## config.mk

```make
export PLATFORM = sky130hd
export DESIGN_NAME = rf_wb_sched
export DESIGN_NICKNAME = d
export VERILOG_FILES = /design/src/rtl/rv_pkg.sv /design/src/rtl/rr_arb2.sv /design/src/rtl/rf_wb_sched.sv
export SDC_FILE = /design/constraint.sdc
export NUM_CORES = 1
export LEC_CHECK = 0
export ABC_AREA = 1
export CORE_ASPECT_RATIO = 1.25
export CORE_MARGIN = 5
export CORE_UTILIZATION = 48
export DETAILED_ROUTE_END_ITERATION = 7
export PLACE_DENSITY = 0.95
export SLEW_MARGIN = 20
export SYNTH_ARGS = -nofsm -noshare
export SYNTH_HDL_FRONTEND = slang
export SYNTH_SLANG_ARGS = --single-unit
```

## constraint.sdc

```tcl
create_clock -name clk -period 3.8 [get_ports clk]
set_clock_uncertainty 0.2 [all_clocks]
set_input_delay 0.76 -clock clk [delete_from_list [all_inputs] [get_ports clk]]
set_output_delay 0.76 -clock clk [all_outputs]
set_load 0.1 [all_outputs]
```

## src/rtl/rv_pkg.sv

```systemverilog
// Shared constants for the integer register-file write path.
//   REG_IDX_W : width of an architectural register index
//   XLEN      : register data width
//   REG_ZERO  : index of the hard-wired zero register x0
package rv_pkg;

    localparam int REG_IDX_W = 5;
    localparam int XLEN      = 32;

    localparam logic [REG_IDX_W-1:0] REG_ZERO = '0;

endpackage : rv_pkg

```

## src/rtl/rr_arb2.sv

```systemverilog
// Two-way round-robin arbiter with a registered priority pointer.
// Ports:
//   clk, rst_n : clock and synchronous active-low reset
//   req[1:0]   : request lines (bit 0 = requester 0)
//   advance    : a grant was consumed this cycle; move priority
//   grant[1:0] : one-hot grant, or zero when nothing is requested
module rr_arb2 (
    input  logic       clk,
    input  logic       rst_n,
    input  logic [1:0] req,
    input  logic       advance,
    output logic [1:0] grant
);

    // ptr = 0 : requester 0 wins a tie; ptr = 1 : requester 1 wins a tie
    logic ptr;

    always_comb begin
        grant = 2'b00;
        case (req)
            2'b01:   grant = 2'b01;
            2'b10:   grant = 2'b10;
            2'b11:   grant = ptr ? 2'b10 : 2'b01;
            default: grant = 2'b00;
        endcase
    end

    // After a grant the other requester gets priority; idle cycles keep it.
    always_ff @(posedge clk) begin
        if (!rst_n) begin
            ptr <= 1'b0;
        end else if (advance && (grant != 2'b00)) begin
            ptr <= grant[0];
        end
    end

endmodule : rr_arb2

```

## src/rtl/rf_wb_sched.sv

```systemverilog
// Write-port scheduler and hazard scoreboard for the integer register file.
// Two writeback sources (wb0 = ALU, wb1 = load unit) share the single
// write port via round-robin arbitration; a busy-bit scoreboard stalls
// issue on RAW/WAW hazards and on reads that would collide with the
// write launched in the same cycle.
// Ports:
//   clk, rst_n                      : clock, synchronous active-low reset
//   iss_valid/rs1/rs2/rd/wen        : instruction presented for issue
//   iss_ready                       : issue accepted (combinational)
//   wb0_valid/addr/data, wb0_ready  : ALU writeback handshake
//   wb1_valid/addr/data, wb1_ready  : load writeback handshake
//   rf_we, rf_wa, rf_dw             : registered register-file write port
//   busy                            : scoreboard, bit i = write to xi pending
module rf_wb_sched
    import rv_pkg::*;
#(
    parameter int NREG = 32,
    parameter int XLEN = rv_pkg::XLEN
) (
    input  logic                 clk,
    input  logic                 rst_n,
    input  logic                 iss_valid,
    input  logic [REG_IDX_W-1:0] iss_rs1,
    input  logic [REG_IDX_W-1:0] iss_rs2,
    input  logic [REG_IDX_W-1:0] iss_rd,
    input  logic                 iss_wen,
    output logic                 iss_ready,
    input  logic                 wb0_valid,
    input  logic [REG_IDX_W-1:0] wb0_addr,
    input  logic [XLEN-1:0]      wb0_data,
    output logic                 wb0_ready,
    input  logic                 wb1_valid,
    input  logic [REG_IDX_W-1:0] wb1_addr,
    input  logic [XLEN-1:0]      wb1_data,
    output logic                 wb1_ready,
    output logic                 rf_we,
    output logic [31:0]          rf_wa,
    output logic [XLEN-1:0]      rf_dw,
    output logic [NREG-1:0]      busy
);

    logic [1:0]           req;
    logic [1:0]           grant;
    logic                 wb_xfer;
    logic [REG_IDX_W-1:0] win_addr;
    logic [XLEN-1:0]      win_data;
    logic                 launch;
    logic                 iss_xfer;
    logic                 raw_haz;
    logic                 waw_haz;
    logic                 rd_col;
    logic [NREG-1:0]      busy_next;

    logic                 we_p1;
    logic [REG_IDX_W-1:0] wa_p1;
    logic [XLEN-1:0]      dw_p1;
    logic [NREG-1:0]      busy_q;

    assign req = {wb1_valid, wb0_valid};

    rr_arb2 u_arb (
        .clk     (clk),
        .rst_n   (rst_n),
        .req     (req),
        .advance (wb_xfer),
        .grant   (grant)
    );

    // Ready equals grant, and grant only exists when valid is high,
    // so every grant is a completed transfer.
    assign wb0_ready = grant[0];
    assign wb1_ready = grant[1];
    assign wb_xfer   = grant[0] | grant[1];
    assign win_addr  = grant[1] ? wb1_addr : wb0_addr;
    assign win_data  = grant[1] ? wb1_data : wb0_data;

    // A write to x0 is acknowledged but never reaches the file.
    assign launch = wb_xfer && (win_addr != REG_ZERO);

    // Hazard checks use the pre-edge scoreboard. A read of the register
    // being written this cycle is suppressed by the file, so it stalls too.
    always_comb begin
        raw_haz = busy_q[iss_rs1] | busy_q[iss_rs2];
        waw_haz = iss_wen & busy_q[iss_rd];
        rd_col  = we_p1 && (((iss_rs1 != REG_ZERO) && (wa_p1 == iss_rs1)) ||
                            ((iss_rs2 != REG_ZERO) && (wa_p1 == iss_rs2)));
    end

    assign iss_ready = !(raw_haz || waw_haz || rd_col);
    assign iss_xfer  = iss_valid && iss_ready;

    // Clear is applied before set so a new producer keeps ownership
    // when both hit the same register on one edge.
    always_comb begin
        busy_next = busy_q;
        if (wb_xfer) begin
            busy_next[win_addr] = 1'b0;
        end
        if (iss_xfer && iss_wen && (iss_rd != REG_ZERO)) begin
            busy_next[iss_rd] = 1'b1;
        end
        busy_next[0] = 1'b0;
    end

    // ---- stage p0 -> p1: writeback launch and scoreboard update ----
    always_ff @(posedge clk) begin
        if (!rst_n) begin
            busy_q <= '0;
            we_p1  <= 1'b0;
            wa_p1  <= '0;
            dw_p1  <= '0;
        end else begin
            busy_q <= busy_next;
            we_p1  <= launch;
            if (launch) begin
                wa_p1 <= win_addr;
                dw_p1 <= win_data;
            end
        end
    end

    assign rf_we = we_p1;
    assign rf_wa = {{(32-REG_IDX_W){1'b0}}, wa_p1};
    assign rf_dw = dw_p1;
    assign busy  = busy_q;

endmodule : rf_wb_sched
```

Word-level counts from Yosys, hierarchy flattened
Cells that the tools add are included.

cells by class
  bitwise logic cells = 6
  multiplexer cells = 16
  eq/ne operators = 5
  reductions and logical operators = 19
  order comparisons = 6

operator list
  operator            count
  $mux 32             3
  $and 32x32->32      1
  $not 32->32         1
  $or 32x32->32       1
  $lt 5x6->1 const B  4
  $reduce_bool 5->1   4
  $bmux 1 s5          3
  $demux 1 s5         2
  $eq 5x5->1          2
  $ge 5x1->1 const B  2
  $logic_and 1x1->1   10
  $pmux 2 s3          1
  $mux 1              5
  $mux 5              1
  $eq 2x2->1 const B  2
  $logic_or 1x1->1    3
  $eq 2x1->1 const B  1
  $mux 2              1
  $or 1x1->1          2
  $reduce_bool 2->1   1
  $and 1x1->1         1
  $logic_not 1->1     1

storage, ports and cells
  input port bits = 95
  output and inout port bits = 100
  logic and storage cells = 58
  bits in registers = 71

Depth between registers and ports, before layout
Gate-level depths: netlist (run 1).

  depth in word-level cells = 12
  mapped depth = 16
  mapped depth without buffers = 14

By module
Synthesis (run 1) repeated with hierarchy kept, for this count alone.

second synthesis, totals
  cells, all modules = 783
  area total of the unflattened synthesis = 4,859.7 sq um

by module, submodules not included
  module       cells each  area each (sq um)  seq. area each (sq um)  times used
  rf_wb_sched  774         4,795.8            1,381.3                 1
  rr_arb2      9           63.8               20.0                    1

Least setup slack after synthesis (run 1)
No wires, ideal clock.

  path kind = input to output
  start point = input iss_rs2[0]
  end point = output iss_ready
  stages = 12
  path buffers = 3
  required time = 2.840 ns
  path slack = 0.613 ns
  data arrival time = 2.227 ns
  cells stage by stage = buf_2 > buf_4 > nor2_1 > nor2_1 > o21ai_0 > nand3_1 > nand3_1 > nand2_1 > nand2_1 > nand3_1 > nor2_2 > buf_2

between the ends
  cells in the longest elaborated chain, start to end = 6
  elaborated cells between the ends (all ways) = 11
  classes of those cells = eq/ne (1); mux (2); bitwise (1); reduce/logical (7)

ends and longest elaborated chain
  what                                                               RTL line                              text
  start: declaration                                                 rf_wb_sched.sv:24                     input logic [REG_IDX_W-1:0] iss_rs2,
  $bmux 1 s5, or another cell as far along                           rf_wb_sched.sv:83                     raw_haz = busy_q[iss_rs1] | busy_q[iss_rs2];
  $mux 1 (implied by the code) or $logic_and 1x1->1 (tied branches)  rf_wb_sched.sv:83, rf_wb_sched.sv:86
  $or 1x1->1 or $logic_or 1x1->1 (tied branches)                     rf_wb_sched.sv:83, rf_wb_sched.sv:85
  $logic_or 1x1->1 or $logic_and 1x1->1 (tied branches)              rf_wb_sched.sv:89, rf_wb_sched.sv:85
  $logic_or 1x1->1 *                                                 rf_wb_sched.sv:89                     assign iss_ready = !(raw_haz || waw_haz || rd_col);
  $logic_not 1->1 *                                                  rf_wb_sched.sv:89
  end: declaration                                                   rf_wb_sched.sv:27                     output logic iss_ready,

Every way passes the cells marked *; elsewhere a longest branch is shown, timed or not. The select of a mux whose other input is x is not followed.

Worst setup path in the final report (run 1)
  start point = input iss_rs2[1]
  end point = output iss_ready

Same word-level chain as after synthesis.

==> impl_metrics.yaml, run 1 <==
timing:
  period_share_pct: 97.0
  slew_violations: 0
  tightest_slew_ns: 1.07
  setup_viol: 0
  rsz0062_at_grt: "false"
  slew_headroom_pct: 28.2
  layout_min_cycle_time_ns: 3.69
  finalHoldViolCount: 0
  finalSetupTns_ns: 0
  max_freq_ghz: 0.271
final_layout:
  diodes: 0
  syn2layout_area_growth_pct: 39.2
  stdcell_count: 1158
  final-seq-area_sq_um: 1400
  drive_gt1_share_pct: 6.32
  n_fill_cell: 925
  fin_nets: 1120
  multi_input_area_sq_um: 2870
logic_synthesis:
  synth_cell_types: 31
  async_reset_ff_share_pct: 0
  netlist_area_sq_um: 4870
  ys_seq_area_share_pct: 28.8
  ys_warn_count: 0
  syn_inst: 872
  synth_edf_count: 0
  syn_area_per_cell_sq_um: 5.58
  yosys_most_used_dff: "dfxtp_1"
  synth_seq_cells: 70
floorplan:
  initial_utilization_pct: 48.7
  core-area_sq_um: 10000
  die_width_um: 100
  rows: 41
  io_pins: 195
  die-area_sq_um: 12300
  fp.dieH_um: 123
power_and_ir_drop:
  p_sw_mw: 1.05
  comb_power_share_pct: 36.8
  power_density_nw_per_um2: 382
  sw_frac_of_total_pct: 40.4
  internal_power_mw: 1.54
  ir_worst_vdd_uv: 241
  seqPwrFrac_pct: 31.0
  leakagePower_nw: 3.14
  clkPwrFrac_pct: 32.2
cts:
  cts_sinks: 70
  clk-insertion-delay-late_ns: 0.33
  cts_root_buf: "clkbuf_16"
  htree_levels: 3
  cts_tree: "done"
  clock_path_buffers: 2
  numCtsBuffers: 9
  clk_pin_slew_ns: 0.05
grt:
  grt_pass1_vias: 5497
  grt_max_degree: 37
  antenna_found_initial: 0
  grt_util_all_layers_pct: 27.6
  gr-total-overflow: 0
  grt_pass1_wl_mm: 26.8
detailed_routing:
  num_vias: 6001
  dr.pass1.iters: 5
  vias_per_cell: 5.18
  drtIter0Drc: 408
  drcViolationCount: 0
  wl_mm: 17.2
  wl_per_cell_um: 14.9
  postRouteAntennaNets: 0
critical_path:
  critPathArrivalTime_ns: 2.73
  critPathMaxFanout: 9
  path_class: "in -> out"
  end_kind: "output pin"
  start_kind: "input port"
  worstPathRequired_ns: 2.84
place:
  dp.cells: 1143
  gp_congestion: 0.997
  hpwl_mm: 13.3
  numPortBuffers: 166
run_status:
  status: "finished, final reports clean"
hold_path:
  min_path_type: "reg -> reg"
run:
  cap_violations: 0
==> state kept, by name, indices dropped and copies added, names as in the netlist <==
signal     flops
busy          31
u_arb.ptr      1
wa_p1          5
rf_dw         32
rf_we          1
==> critical path: stages <==
cell	delay [ns]
clkdlybuf4s50_1	0.74
inv_1	0.20
nand3_1	0.12
nand2_1	0.06
nand2_1	0.06
nand2_1	0.05
inv_1	0.04
nand2_1	0.04
nand2_1	0.06
nand3_1	0.14
nor2_2	0.14
buf_4	0.14
buf_12	0.17
==> layout make-up <==
type | instances | share of cell area [%]
multi-input combinational | 686 | 42.4
timing repair buffer | 182 | 26.0
sequential | 70 | 20.7
inverter | 76 | 4.28
clock buffer | 11 | 3.58
tap | 129 | 2.38
clock inverter | 4 | 0.702
==> repair_timing <==
| action | CTS | global route |
|---|---|---|
| hold buffers | 0 | 0 |
| setup endpoints to repair | 0 | 1 |
| gates resized for setup | 0 | 1 |
| setup buffers | 0 | 0 |
==> layout by cell type (no fill, tap or decap) <==
master,n
clkinvlp_4,1
inv_1,69
nor2_2,2
o211ai_1,1
a21oi_1,35
buf_12,2
bufinv_16,1
a21oi_2,3
xor2_1,3
clkinv_2,2
clkbuf_8,1
clkinv_1,2
nand2_4,1
dfxtp_1,70
conb_1,28
or2_0,1
o21ai_2,1
a21boi_1,1
nor2_1,128
nor2_4,1
nand2_2,2
nand4_1,1
clkdlybuf4s50_1,147
nand2_1,338
inv_4,2
o21ai_0,42
or2_1,2
o21ai_1,17
clkbuf_1,1
inv_2,3
clkbuf_16,9
nand3_1,69
nor3_1,9
buf_4,33
o21a_2,1
==> logic make-up after synthesis <==
group	Yosys count	share of synthesized area, %
and+or+nand+nor	554	45.4
other	1	0.0770
xor gates and xnor gates	3	0.540
AOI/OAI and AO/OA	101	10.9
buffers and inverters	143	14.3
DFF	70	28.8
==> synthesized netlist by cell type (2+ instances only) <==
master | number | area share [%]
a21oi_1 | 35 | 3.6
nand3_1 | 69 | 7.1
nand2_1 | 338 | 26
o21ai_1 | 17 | 1.7
buf_4 | 29 | 4.5
or2_1 | 2 | 0.26
inv_4 | 2 | 0.26
dfxtp_1 | 70 | 29
o21ai_0 | 42 | 4.3
nand2_2 | 2 | 0.26
inv_1 | 70 | 5.4
a21oi_2 | 3 | 0.54
inv_2 | 2 | 0.15
nor2_2 | 2 | 0.26
buf_1 | 5 | 0.39
clkinv_1 | 2 | 0.15
nor2_1 | 128 | 9.9
nor3_1 | 9 | 0.93
buf_6 | 3 | 0.69
clkbuf_1 | 13 | 1.0
buf_2 | 17 | 1.7
xor2_1 | 3 | 0.54
==> through the flow <==
step	hold slack (ns)	setup WS (ns)	cell area (sq um)	util, %	total power, mW
after CTS	0.263	0.131	6780	67.7	2.59
final	0.265	0.113	6780	67.7	2.59
after global placement	0.248	0.120	6480	64.8	1.75
after detailed placement	0.256	0.136	6480	64.8	1.76
after global routing	0.296	0.00326	6780	67.7	2.68
after floorplan	0.239	0.613	4970	-	1.51
==> routing by layer <==
metal  up-vias  share of wire (%)  track usage (%)
met1      2645                 35             30.6
met4         0                5.1             14.7
li1       2955                  -                -
met3        65                 10             6.14
met5         -                  0                0
met2       336                 49             49.0
==> path summary, 6_finish.rpt <==
kind | startpoint | cells after the start | to | slack [ns]
setup / recovery | iss_rs2[1] | 13 | iss_ready | 0.11
hold / removal | u_arb.ptr$_SDFFE_PN0N_ | 2 | u_arb.ptr$_SDFFE_PN0N_ | 0.27
setup reg to reg | u_arb.ptr$_SDFFE_PN0N_ | 11 | busy[13]$_SDFF_PN0_ | 1.25
hold reg to reg | u_arb.ptr$_SDFFE_PN0N_ | 2 | u_arb.ptr$_SDFFE_PN0N_ | 0.27
==> power by group through the flow <==
stage               Combinational [mW]  Sequential, mW  Clock [mW]
detailed placement               0.946           0.818           0
finish                           0.953           0.802       0.834
floorplan                        0.421            1.09           0
global route                      1.01           0.807       0.872
global placement                 0.939           0.816           0
CTS                              0.949           0.802       0.838
(Power assumes the default switching activity.)
==> inputs of run 2 (changes only) <==
--- a/config.mk
+++ b/config.mk
@@ -10,6 +10,7 @@
 export CORE_MARGIN = 5
 export CORE_UTILIZATION = 48
 export DETAILED_ROUTE_END_ITERATION = 7
+export HOLD_SLACK_MARGIN = 0.12
 export PLACE_DENSITY = 0.95
 export SLEW_MARGIN = 20
 export SYNTH_ARGS = -nofsm -noshare
==> results of run 2 <==
No change in the layout: final DEF, timing and power equal those of run 1.
==> inputs of run 3 (changes only) <==
--- a/config.mk
+++ b/config.mk
@@ -10,6 +10,7 @@
 export CORE_MARGIN = 5
 export CORE_UTILIZATION = 48
 export DETAILED_ROUTE_END_ITERATION = 7
+export GPL_TIMING_DRIVEN = 0
 export HOLD_SLACK_MARGIN = 0.12
 export PLACE_DENSITY = 0.95
 export SLEW_MARGIN = 20
==> impl_metrics.yaml, run 3 (synthesis results as in run 1) <==
place:
  hpwl_mm: 14.1
  numPortBuffers: 164
  dp.cells: 1192
  placed_area_sq_um: 6770
  gp_congestion: 0.971
detailed_routing:
  vias_per_cell: 5.08
  dr.pass1.iters: 5
  wl_mm: 18.2
  drtIter0Drc: 562
  wl_per_cell_um: 15.1
  num_vias: 6146
  postRouteAntennaNets: 0
  drcViolationCount: 0
final_layout:
  drive_gt1_share_pct: 8.14
  diodes: 0
  fin_nets: 1171
  n_fill_cell: 827
  fin_util_pct: 71.7
  stdcell_count: 1210
  mostFrequentLayoutCell: "nand2_1"
  mostFrequentLayoutCells: "338 x nand2_1, 162 x clkdlybuf4s50_1, 128 x nor2_1"
  stdcell_area_sq_um: 7170
  largest_reg_flops: 32
  syn2layout_area_growth_pct: 47.3
critical_path:
  ff2ff_path_depth: 11
  start_kind: "input port"
  reg2reg_from: "u_arb.ptr$_SDFFE_PN0N_"
  path_depth: 15
  critPathMaxFanout: 10
  cp_top_family: "buffers and inverters"
  cpMostUsedCell: "nand2_1"
  worstPathRequired_ns: 2.84
  path_class: "in -> out"
  cpPeakStageDelay_ns: 0.47
  critPathArrivalTime_ns: 2.76
  critical_path_buf_inv_count: 5
  end_kind: "output pin"
  r2r_slack_ns: 1.34
  r2r_end: "busy[11]$_SDFF_PN0_"
  path_cells: "clkdlybuf4s50_1, inv_2, buf_4, nor2_1, nand2_1, nand3_1, nand2_1, nand2_1, nor2_1, nand2_1, nand2_1, nand2_1, nor2_4, buf_6, buf_12"
  slowest_stage: "clkdlybuf4s50_1"
grt:
  grt_pass1_wl_mm: 27.7
  grtUsageMet2_pct: 50.0
  grt-busiest-layer: "met2"
  grt_pass1_vias: 5640
  grt_util_all_layers_pct: 28.8
  antenna_found_initial: 0
  gr-total-overflow: 0
  grt_max_degree: 13
  use_met1_pct: 32.7
  grt_use_met3_pct: 7.67
timing:
  slew_headroom_pct: 29.2
  layout_min_cycle_time_ns: 3.72
  slew_violations: 0
  finalSetupTns_ns: 0
  tightest_slew_ns: 1.06
  period_share_pct: 97.8
  finalHoldViolCount: 0
  max_freq_ghz: 0.269
  setup_viol: 0
power_and_ir_drop:
  leakagePower_nw: 3.34
  ir_worst_vdd_uv: 292
  power_density_nw_per_um2: 388
  power.total_mw: 2.78
run:
  cap_violations: 0
cts:
  clk-insertion-delay-late_ns: 0.33
  cts_tree: "done"
  numCtsBuffers: 9
  cts_root_buf: "clkbuf_16"
  htree_levels: 3
  clock_path_buffers: 2
  hold_buffers: 0
  cts_sinks: 70
  clk_pin_slew_ns: 0.05
hold_path:
  min_path_type: "reg -> reg"
  holdPathEnd: "u_arb.ptr$_SDFFE_PN0N_"
  hold_depth: 2
  min_from: "u_arb.ptr$_SDFFE_PN0N_"
floorplan:
  fp.dieH_um: 123
  rows: 41
  die-area_sq_um: 12300
  io_pins: 195
  initial_utilization_pct: 48.7
  die_width_um: 100
  core-area_sq_um: 10000
run_status:
  status: "finished, final reports clean"
run 3: area by class of cell:
cell class,count,area (sq um),area share [%]
Clock inverter,6,109,1.52
Inverter,76,290,4.05
Buffer,67,424,5.92
Multi-Input combinational cell,686,2880,40.1
Timing Repair Buffer,166,1670,23.3
Sequential cell,70,1400,19.5
Tap cell,129,161,2.25
Clock buffer,10,239,3.33
run 3: timing repair:
action / 4_1_cts / 5_1_grt
pin swaps: 0 / 1
resized for setup: 16 / 11
buffers inserted: 0 / 2
endpoints found under the setup margin: 2 / 1
run 3: where the power goes:
| part | leakage [nW] | switching [mW] | internal [mW] |
|---|---|---|---|
| combinational | 2.59 | 0.720 | 0.278 |
| sequential | 0.574 | 0.0278 | 0.774 |
| clock | 0.172 | 0.324 | 0.658 |
| total | 3.34 | 1.07 | 1.71 |
run 3: worst max path at each step:
stage / startpoint / slack [ns] / to
floorplan: iss_rs2[0] / 0.61 / iss_ready
global placement: iss_rd[0] / -1.13 / iss_ready
detailed placement: iss_rd[0] / -1.17 / iss_ready
CTS: iss_rd[0] / -0.006 / iss_ready
global route: iss_rd[0] / -0.02 / iss_ready
finish: iss_rd[0] / 0.08 / iss_ready
run 3: stage by stage:
stage | hold WS, ns | setup WS [ns]
after detailed placement | 0.260 | -1.17
after CTS | 0.267 | -0.00603
after floorplan | 0.239 | 0.613
after global placement | 0.248 | -1.13
final | 0.268 | 0.0827
after global routing | 0.300 | -0.0172
run 3: layer usage:
layer	wire length [um]	share of wire, %
met1	6510	36
met2	9040	50
met5	0	0
met3	1910	10
met4	789	4.3
run 3: worst min-delay path, delay by kind of cell (launching register included):
family	cells	cell delay, ns
AO/OA/AOI/OAI	1	0.05
flip-flops	1	0.31
AND/OR/NAND/NOR	1	0.06
